[src/rtl/game_pkg.sv]
// Shared types and constants for the light-cycle game datapath.
package game_pkg;

  typedef enum logic [1:0] {
    EMPTY   = 2'b00,
    FRAME   = 2'b01,
    PLAYER1 = 2'b10,
    PLAYER2 = 2'b11
  } tile;

  localparam int MAP_WIDTH  = 80;
  localparam int MAP_HEIGHT = 60;

  // Heads start an even Manhattan distance apart so a head-on tie is reachable.
  localparam logic [7:0] start_x_1 = 8'd20;
  localparam logic [7:0] start_y_1 = 8'd30;
  localparam logic [7:0] start_x_2 = 8'd60;
  localparam logic [7:0] start_y_2 = 8'd30;

  typedef enum logic [1:0] {
    UP    = 2'd0,
    RIGHT = 2'd1,
    DOWN  = 2'd2,
    LEFT  = 2'd3
  } dir_t;

  localparam logic [1:0] SEL_NONE = 2'b00;
  localparam logic [1:0] SEL_P1   = 2'b01;
  localparam logic [1:0] SEL_P2   = 2'b11;

  localparam logic [1:0] WIN_NONE = 2'b00;
  localparam logic [1:0] WIN_P1   = 2'b01;
  localparam logic [1:0] WIN_P2   = 2'b11;
  localparam logic [1:0] WIN_DRAW = 2'b10;

  localparam int TICK_CYCLES_DEFAULT = 2_500_000;

  // Opposite headings differ only in bit 1, so a reversal request keeps the old heading.
  function automatic dir_t turn(dir_t cur, logic [1:0] req);
    logic [1:0] opp;
    opp = cur ^ 2'b10;
    turn = (req == opp) ? cur : dir_t'(req);
  endfunction

  function automatic logic [7:0] next_x(logic [7:0] x, dir_t d);
    case (d)
      RIGHT:   next_x = x + 8'd1;
      LEFT:    next_x = x - 8'd1;
      default: next_x = x;
    endcase
  endfunction

  function automatic logic [7:0] next_y(logic [7:0] y, dir_t d);
    case (d)
      UP:      next_y = y - 8'd1;
      DOWN:    next_y = y + 8'd1;
      default: next_y = y;
    endcase
  endfunction

endpackage

[src/rtl/move_sequencer_tick_gen.sv]
// Free-running step pacer: counts 0..CYCLES-1 while enabled, one-cycle tick on the last count.
module tick_gen #(
  parameter int CYCLES = 8
) (
  input  logic clk,
  input  logic rst_n,
  input  logic en,
  input  logic clr,
  output logic tick
);

  localparam int W = (CYCLES > 1) ? $clog2(CYCLES) : 1;
  localparam logic [W-1:0] LAST = W'(CYCLES - 1);

  logic [W-1:0] cnt_q, cnt_d;

  always_comb begin
    cnt_d = cnt_q;
    if (clr) begin
      cnt_d = '0;
    end else if (en) begin
      cnt_d = (cnt_q == LAST) ? '0 : cnt_q + W'(1);
    end
  end

  always_ff @(posedge clk or negedge rst_n) begin
    if (!rst_n) begin
      cnt_q <= '0;
    end else begin
      cnt_q <= cnt_d;
    end
  end

  assign tick = en && !clr && (cnt_q == LAST);

endmodule

[src/rtl/move_sequencer.sv]
// Game-step controller: paces steps, looks up target tiles, resolves collisions and
// sequences the per-player map writes.
//
// state     | meaning
// IDLE      | waiting for start, counter held
// WAIT_TICK | counting towards the next step
// LOOK1     | latch headings, compute targets, address P1 target
// LOOK2     | capture P1 target tile, address P2 target
// RESOLVE   | capture P2 target tile, move heads or end the game
// WRITE1    | map write of P1 head
// WRITE2    | map write of P2 head
// OVER      | game ended, frozen until reset
module move_sequencer
  import game_pkg::*;
#(
  parameter int TICK_CYCLES = TICK_CYCLES_DEFAULT
) (
  input  logic       clk,
  input  logic       rst_n,
  input  logic       start,
  input  logic [1:0] dir_1,
  input  logic [1:0] dir_2,
  output logic [7:0] rd_x,
  output logic [7:0] rd_y,
  input  tile        rd_tile,
  output logic [1:0] selected_player,
  output logic [7:0] current_x_1,
  output logic [7:0] current_y_1,
  output logic [7:0] current_x_2,
  output logic [7:0] current_y_2,
  output logic       game_over,
  output logic [1:0] winner
);

  typedef enum logic [2:0] {
    IDLE, WAIT_TICK, LOOK1, LOOK2, RESOLVE, WRITE1, WRITE2, OVER
  } state_t;

  localparam logic [7:0] MAP_W = 8'(MAP_WIDTH);
  localparam logic [7:0] MAP_H = 8'(MAP_HEIGHT);

  state_t     state_q, state_d;
  dir_t       hd1_q, hd1_d, hd2_q, hd2_d;
  logic [7:0] nxt1_x_q, nxt1_x_d, nxt1_y_q, nxt1_y_d;
  logic [7:0] nxt2_x_q, nxt2_x_d, nxt2_y_q, nxt2_y_d;
  tile        t1_q, t1_d;
  logic [7:0] cur_x_1_q, cur_x_1_d, cur_y_1_q, cur_y_1_d;
  logic [7:0] cur_x_2_q, cur_x_2_d, cur_y_2_q, cur_y_2_d;
  logic       game_over_q, game_over_d;
  logic [1:0] winner_q, winner_d;

  logic       tick, tick_en, tick_clr;
  dir_t       look_hd1, look_hd2;
  logic [7:0] look_x1, look_y1, look_x2, look_y2;
  logic       same, oob1, oob2, dead1, dead2;

  tick_gen #(.CYCLES(TICK_CYCLES)) u_tick (
    .clk  (clk),
    .rst_n(rst_n),
    .en   (tick_en),
    .clr  (tick_clr),
    .tick (tick)
  );

  always_comb begin
    look_hd1 = turn(hd1_q, dir_1);
    look_hd2 = turn(hd2_q, dir_2);
    look_x1  = next_x(cur_x_1_q, look_hd1);
    look_y1  = next_y(cur_y_1_q, look_hd1);
    look_x2  = next_x(cur_x_2_q, look_hd2);
    look_y2  = next_y(cur_y_2_q, look_hd2);
  end

  // 8-bit wrap from 0 lands at 255, so the >= bound also catches stepping off the low edge.
  always_comb begin
    same  = (nxt1_x_q == nxt2_x_q) && (nxt1_y_q == nxt2_y_q);
    oob1  = (nxt1_x_q >= MAP_W) || (nxt1_y_q >= MAP_H);
    oob2  = (nxt2_x_q >= MAP_W) || (nxt2_y_q >= MAP_H);
    dead1 = (t1_q != EMPTY) || oob1 || same;
    dead2 = (rd_tile != EMPTY) || oob2 || same;
  end

  always_comb begin
    state_d         = state_q;
    hd1_d           = hd1_q;
    hd2_d           = hd2_q;
    nxt1_x_d        = nxt1_x_q;
    nxt1_y_d        = nxt1_y_q;
    nxt2_x_d        = nxt2_x_q;
    nxt2_y_d        = nxt2_y_q;
    t1_d            = t1_q;
    cur_x_1_d       = cur_x_1_q;
    cur_y_1_d       = cur_y_1_q;
    cur_x_2_d       = cur_x_2_q;
    cur_y_2_d       = cur_y_2_q;
    game_over_d     = game_over_q;
    winner_d        = winner_q;
    selected_player = SEL_NONE;
    rd_x            = 8'd0;
    rd_y            = 8'd0;
    tick_en         = (state_q != IDLE) && (state_q != OVER);
    tick_clr        = 1'b0;

    case (state_q)
      IDLE: begin
        if (start) begin
          tick_clr = 1'b1;
          state_d  = WAIT_TICK;
        end
      end
      WAIT_TICK: begin
        if (tick) state_d = LOOK1;
      end
      LOOK1: begin
        hd1_d    = look_hd1;
        hd2_d    = look_hd2;
        nxt1_x_d = look_x1;
        nxt1_y_d = look_y1;
        nxt2_x_d = look_x2;
        nxt2_y_d = look_y2;
        rd_x     = look_x1;
        rd_y     = look_y1;
        state_d  = LOOK2;
      end
      LOOK2: begin
        t1_d    = rd_tile;
        rd_x    = nxt2_x_q;
        rd_y    = nxt2_y_q;
        state_d = RESOLVE;
      end
      RESOLVE: begin
        if (!dead1 && !dead2) begin
          cur_x_1_d = nxt1_x_q;
          cur_y_1_d = nxt1_y_q;
          cur_x_2_d = nxt2_x_q;
          cur_y_2_d = nxt2_y_q;
          state_d   = WRITE1;
        end else begin
          game_over_d = 1'b1;
          if (dead1 && dead2) winner_d = WIN_DRAW;
          else if (dead1)     winner_d = WIN_P2;
          else                winner_d = WIN_P1;
          state_d = OVER;
        end
      end
      WRITE1: begin
        selected_player = SEL_P1;
        state_d         = WRITE2;
      end
      WRITE2: begin
        selected_player = SEL_P2;
        state_d         = WAIT_TICK;
      end
      OVER: begin
        state_d = OVER;
      end
      default: state_d = IDLE;
    endcase
  end

  always_ff @(posedge clk or negedge rst_n) begin
    if (!rst_n) begin
      state_q     <= IDLE;
      hd1_q       <= RIGHT;
      hd2_q       <= LEFT;
      nxt1_x_q    <= 8'd0;
      nxt1_y_q    <= 8'd0;
      nxt2_x_q    <= 8'd0;
      nxt2_y_q    <= 8'd0;
      t1_q        <= EMPTY;
      cur_x_1_q   <= start_x_1;
      cur_y_1_q   <= start_y_1;
      cur_x_2_q   <= start_x_2;
      cur_y_2_q   <= start_y_2;
      game_over_q <= 1'b0;
      winner_q    <= WIN_NONE;
    end else begin
      state_q     <= state_d;
      hd1_q       <= hd1_d;
      hd2_q       <= hd2_d;
      nxt1_x_q    <= nxt1_x_d;
      nxt1_y_q    <= nxt1_y_d;
      nxt2_x_q    <= nxt2_x_d;
      nxt2_y_q    <= nxt2_y_d;
      t1_q        <= t1_d;
      cur_x_1_q   <= cur_x_1_d;
      cur_y_1_q   <= cur_y_1_d;
      cur_x_2_q   <= cur_x_2_d;
      cur_y_2_q   <= cur_y_2_d;
      game_over_q <= game_over_d;
      winner_q    <= winner_d;
    end
  end

  assign current_x_1 = cur_x_1_q;
  assign current_y_1 = cur_y_1_q;
  assign current_x_2 = cur_x_2_q;
  assign current_y_2 = cur_y_2_q;
  assign game_over   = game_over_q;
  assign winner      = winner_q;

endmodule

[config.mk]
export PLATFORM = sky130hd
export DESIGN_NAME = move_sequencer
export DESIGN_NICKNAME = d
export VERILOG_FILES = /design/src/rtl/game_pkg.sv /design/src/rtl/move_sequencer_tick_gen.sv /design/src/rtl/move_sequencer.sv
export SDC_FILE = /design/constraint.sdc
export NUM_CORES = 1
export LEC_CHECK = 0
export ABC_AREA = 1
export BUFFER_PORTS_ARGS = -buffer_cell sky130_fd_sc_hd__buf_4
export CAP_MARGIN = 15
export CORE_UTILIZATION = 60
export DETAILED_ROUTE_END_ITERATION = 16
export GPL_ROUTABILITY_DRIVEN = 1
export HOLD_SLACK_MARGIN = 0.1
export PLACE_DENSITY_LB_ADDON = 0.25
export SYNTH_ARGS = -nofsm -noshare
export SYNTH_HDL_FRONTEND = slang
export SYNTH_SLANG_ARGS = --single-unit
[constraint.sdc]
create_clock -name clk -period 2.9 [get_ports clk]
set_input_delay 0.145 -clock clk [delete_from_list [all_inputs] [get_ports clk]]
set_output_delay 0.145 -clock clk [all_outputs]
set_load 0.005 [all_outputs]
==> metrics.cfg <==
[outcome]
outcome = finished, violations left
failed_checks = setup timing

[timing]
worst_pin_slew_ns = 0.774
hold_viol = 0
period_share_pct = 111
rsz0062_at_grt = yes
layout_min_cycle_time_ns = 3.21
slew_violations = 0
max_freq_mhz = 312
relSlewSlack_pct = 48.2
skew_ns = 0.0131
fin_ws_ns = -0.306
setup_viol_count_final = 7

[logic_synthesis]
syn_inst = 804
ys_warn_count = 0
synth_edf_count = 0
seq_area_frac_synth_pct = 41.0
ys.flop_type = dfrtp_1
synth_top_family_by_area = simple AND/OR/NAND/NOR gates
synth_xor_area_share_pct = 3.05
netlist_area_um2 = 6040
synthDistinctLibCells = 51
synth.avg_cell_area_um2 = 7.51
syn_nets = 838
synth_seq_cells = 98
synth_adder_area_share_pct = 5.56
synth_simple_gate_area_share_pct = 26.0
muxShareOfSynthArea_pct = 0
synth-compound-area-share_pct = 15.8
async_flop_share_pct = 100

[critical_path]
critPathBufInv = 4
r2r_end = nxt2_y_q[5]
worstSetupStartpoint = hd1_q[0]
required_ns = 2.76
cp_max_fo = 8
timing.rr.start = hd2_q[0]
regToRegSetupSlack_ns = 0.30
crit_top_cell = nand2_4
max_stage_delay_ns = 0.58
critPathSlowestCell = dfstp_2
crit_arrival_ns = 3.06
crit_chain = inv_2 -> nand2_4 -> nand2_2 -> nand2_2 -> nand2_4 -> nor2_4 -> inv_6 -> ha_1 -> nand3_4 -> nand2_4 -> nand2_1 -> o211ai_1 -> buf_4 -> o211ai_1 -> nand3_2 -> o21ai_2 -> buf_4
reg2reg_depth = 14
path_delay_family = simple AND/OR/NAND/NOR gates
criticalPathCategory = flip-flop to output pin
cp-end-kind = output pin
startpoint_type = flip-flop

[die]
io_pins = 62
dieArea_um2 = 10500
die-width_um = 102
core_region_area_um2 = 9770
die_y_um = 102
initial_utilization_pct = 61.8
row_count = 36

[placed_design]
dp_hpwl_um = 11500
gp_congestion = 0.895
io_buffers = 61
place_ws_ns = -0.0556
dp_cells = 990
placed_area_um2 = 6680

[clock_network]
clk_pin_slew_worst_paths_ns = 0.10
clockBufferDepth = 2
htree_levels = 3
clk-insertion-delay-late_ns = 0.39
cts_tree = built
clock-sinks = 98
root_buffer = clkbuf_8
cts-buffers-inserted = 9

[final_layout]
fin_cells = 1023
mostFrequentLayoutCells = 193 x nand2_1, 108 x inv_1, 83 x buf_4
fin_area_um2 = 7300
nets = 919
drive_above_1_share_pct = 20.7
final_common_cell = nand2_1
area_growth_pct = 20.9
insertedDiodeCount = 0
fill_cells = 723

[min_path]
holdPathStages = 3
hold_path_class = primary input to flip-flop
min_from = dir_2[0]
min_to = nxt2_x_q[4]

[routing]
dr.pass1.iters = 7
drt_iter0_drc = 531
avgRoutedWirePerCell_um = 16.9
wl_um = 17200
drc = 0
ant_nets = 0
viasPerCell = 5.87
vias = 6003

[global_routing]
track_usage_pct = 33.0
antenna_found_initial = 0
grt_pass1_vias = 5655
gr-total-overflow = 0
grt_max_degree = 51
grt_pass1_wl_um = 26600

[pwr]
intPower_uw = 1870
swShare_pct = 27.3
combPwrFrac_pct = 8.8
switchingPower_uw = 701
ir_worst_vdd_mv = 0.391
clkPwrFrac_pct = 37.8
leakagePower_uw = 0.00373
pwr-share-seq_pct = 53.5
powerDensity_nw_per_um2 = 352

[job]
drv_cap = 0

==> synthesized netlist by cell type (2+ instances only) <==
cell type | n | area share, %
nand2_1 | 201 | 12
inv_1 | 112 | 7.0
dfrtp_1 | 81 | 34
o21ai_0 | 60 | 5.0
nand3_1 | 58 | 4.8
nor2_1 | 49 | 3.0
a21oi_1 | 42 | 3.5
ha_1 | 22 | 4.6
o21ai_1 | 22 | 1.8
dfstp_2 | 17 | 7.4
xnor2_1 | 16 | 2.3
o211ai_1 | 13 | 1.6
nor3_1 | 11 | 0.91
clkbuf_1 | 9 | 0.56
nand4_1 | 9 | 0.93
a22oi_1 | 7 | 0.87
buf_2 | 7 | 0.58
nand2_2 | 7 | 0.73
nor4_1 | 5 | 0.52
xor2_1 | 5 | 0.73
a31oi_1 | 4 | 0.41
inv_2 | 4 | 0.25
or2_2 | 4 | 0.41
fa_1 | 3 | 1.0
nand3b_1 | 3 | 0.37
o22ai_1 | 3 | 0.31
a21oi_2 | 2 | 0.29
a32oi_1 | 2 | 0.29
nand3_2 | 2 | 0.33
nor2_2 | 2 | 0.21
o21bai_1 | 2 | 0.25
==> per-layer routing <==
layer  GRT usage [%]  part of all wire (%)  vias up  wire length [um]
met5               0                     0        -                 0
met4            12.9                   3.6        0               613
met3            7.73                   6.1       68              1050
met2            56.1                    50      262              8570
met1            40.6                    41     2873              7010
li1                -                     -     2800                 -
==> worst min-delay path: stages <==
cell	delay, ns
buf_4	0.18
nand3_1	0.11
a22oi_1	0.06
==> kinds of logic (layout without fill, tap and decap cells) <==
group	count (synthesis)	after routing
buf+inv	136	222
simple gates	358	358
flops	98	98
xor+xnor	21	21
compound gates	166	166
fa+ha+maj	25	25
==> cell type report <==
| type | count | area, um2 | area share [%] |
|---|---|---|---|
| well taps | 133 | 166 | 2.28 |
| clock buffers | 9 | 124 | 1.70 |
| clock inverters | 7 | 83.8 | 1.15 |
| repair buffers | 89 | 704 | 9.65 |
| multi-input cells | 570 | 3300 | 45.3 |
| flip-flops and latches | 98 | 2470 | 33.9 |
| inverters | 117 | 444 | 6.09 |
==> metrics by stage <==
step           setup TNS, ns  util, %  power, uW  hold slack (ns)
2_1_floorplan              0        -       1510           -0.151
3_3_place_gp               0     68.4       1570            0.216
3_5_place_dp         -0.0671     68.4       1570            0.211
4_1_cts               -0.277     72.9       2540            0.137
5_1_grt                -2.05     74.7       2650            0.172
6_report               -1.20     74.7       2570            0.141
==> timing repair <==
item,4_1_cts,5_1_grt
hold buffers,3,0
pin swaps,15,10
buffers inserted,7,7
hold endpoints to repair,40,0
setup endpoints to repair,6,11
gates resized for setup,32,26
==> registers in the layout (all words and copies together) (netlist names), 8 cells and up <==
register      cells
nxt2_y_q          8
current_y_2       8
current_y_1       8
current_x_1       8
nxt1_x_q          8
u_tick.cnt_q     22
nxt1_y_q          8
nxt2_x_q          8
current_x_2       8
==> how the worst max path moves through the flow <==
| stage | to | depth (start not counted) | slack [ns] |
|---|---|---|---|
| floorplan | nxt2_x_q[6] | 14 | 0.48 |
| global placement | rd_y[6] | 19 | 0.17 |
| detailed placement | rd_y[7] | 18 | -0.06 |
| CTS | rd_y[7] | 17 | -0.14 |
| global route | rd_y[7] | 17 | -0.44 |
| finish | rd_y[7] | 17 | -0.31 |
==> power groups by stage <==
stage / logic, uW / clock network, uW / registers, uW
final: 225 / 972 / 1380
after CTS: 200 / 963 / 1370
after floorplan: 107 / 0 / 1400
after detailed placement: 174 / 0 / 1400
after global placement: 167 / 0 / 1400
after global routing: 249 / 1030 / 1380
Note: power is estimated with default switching activity, not from simulation.
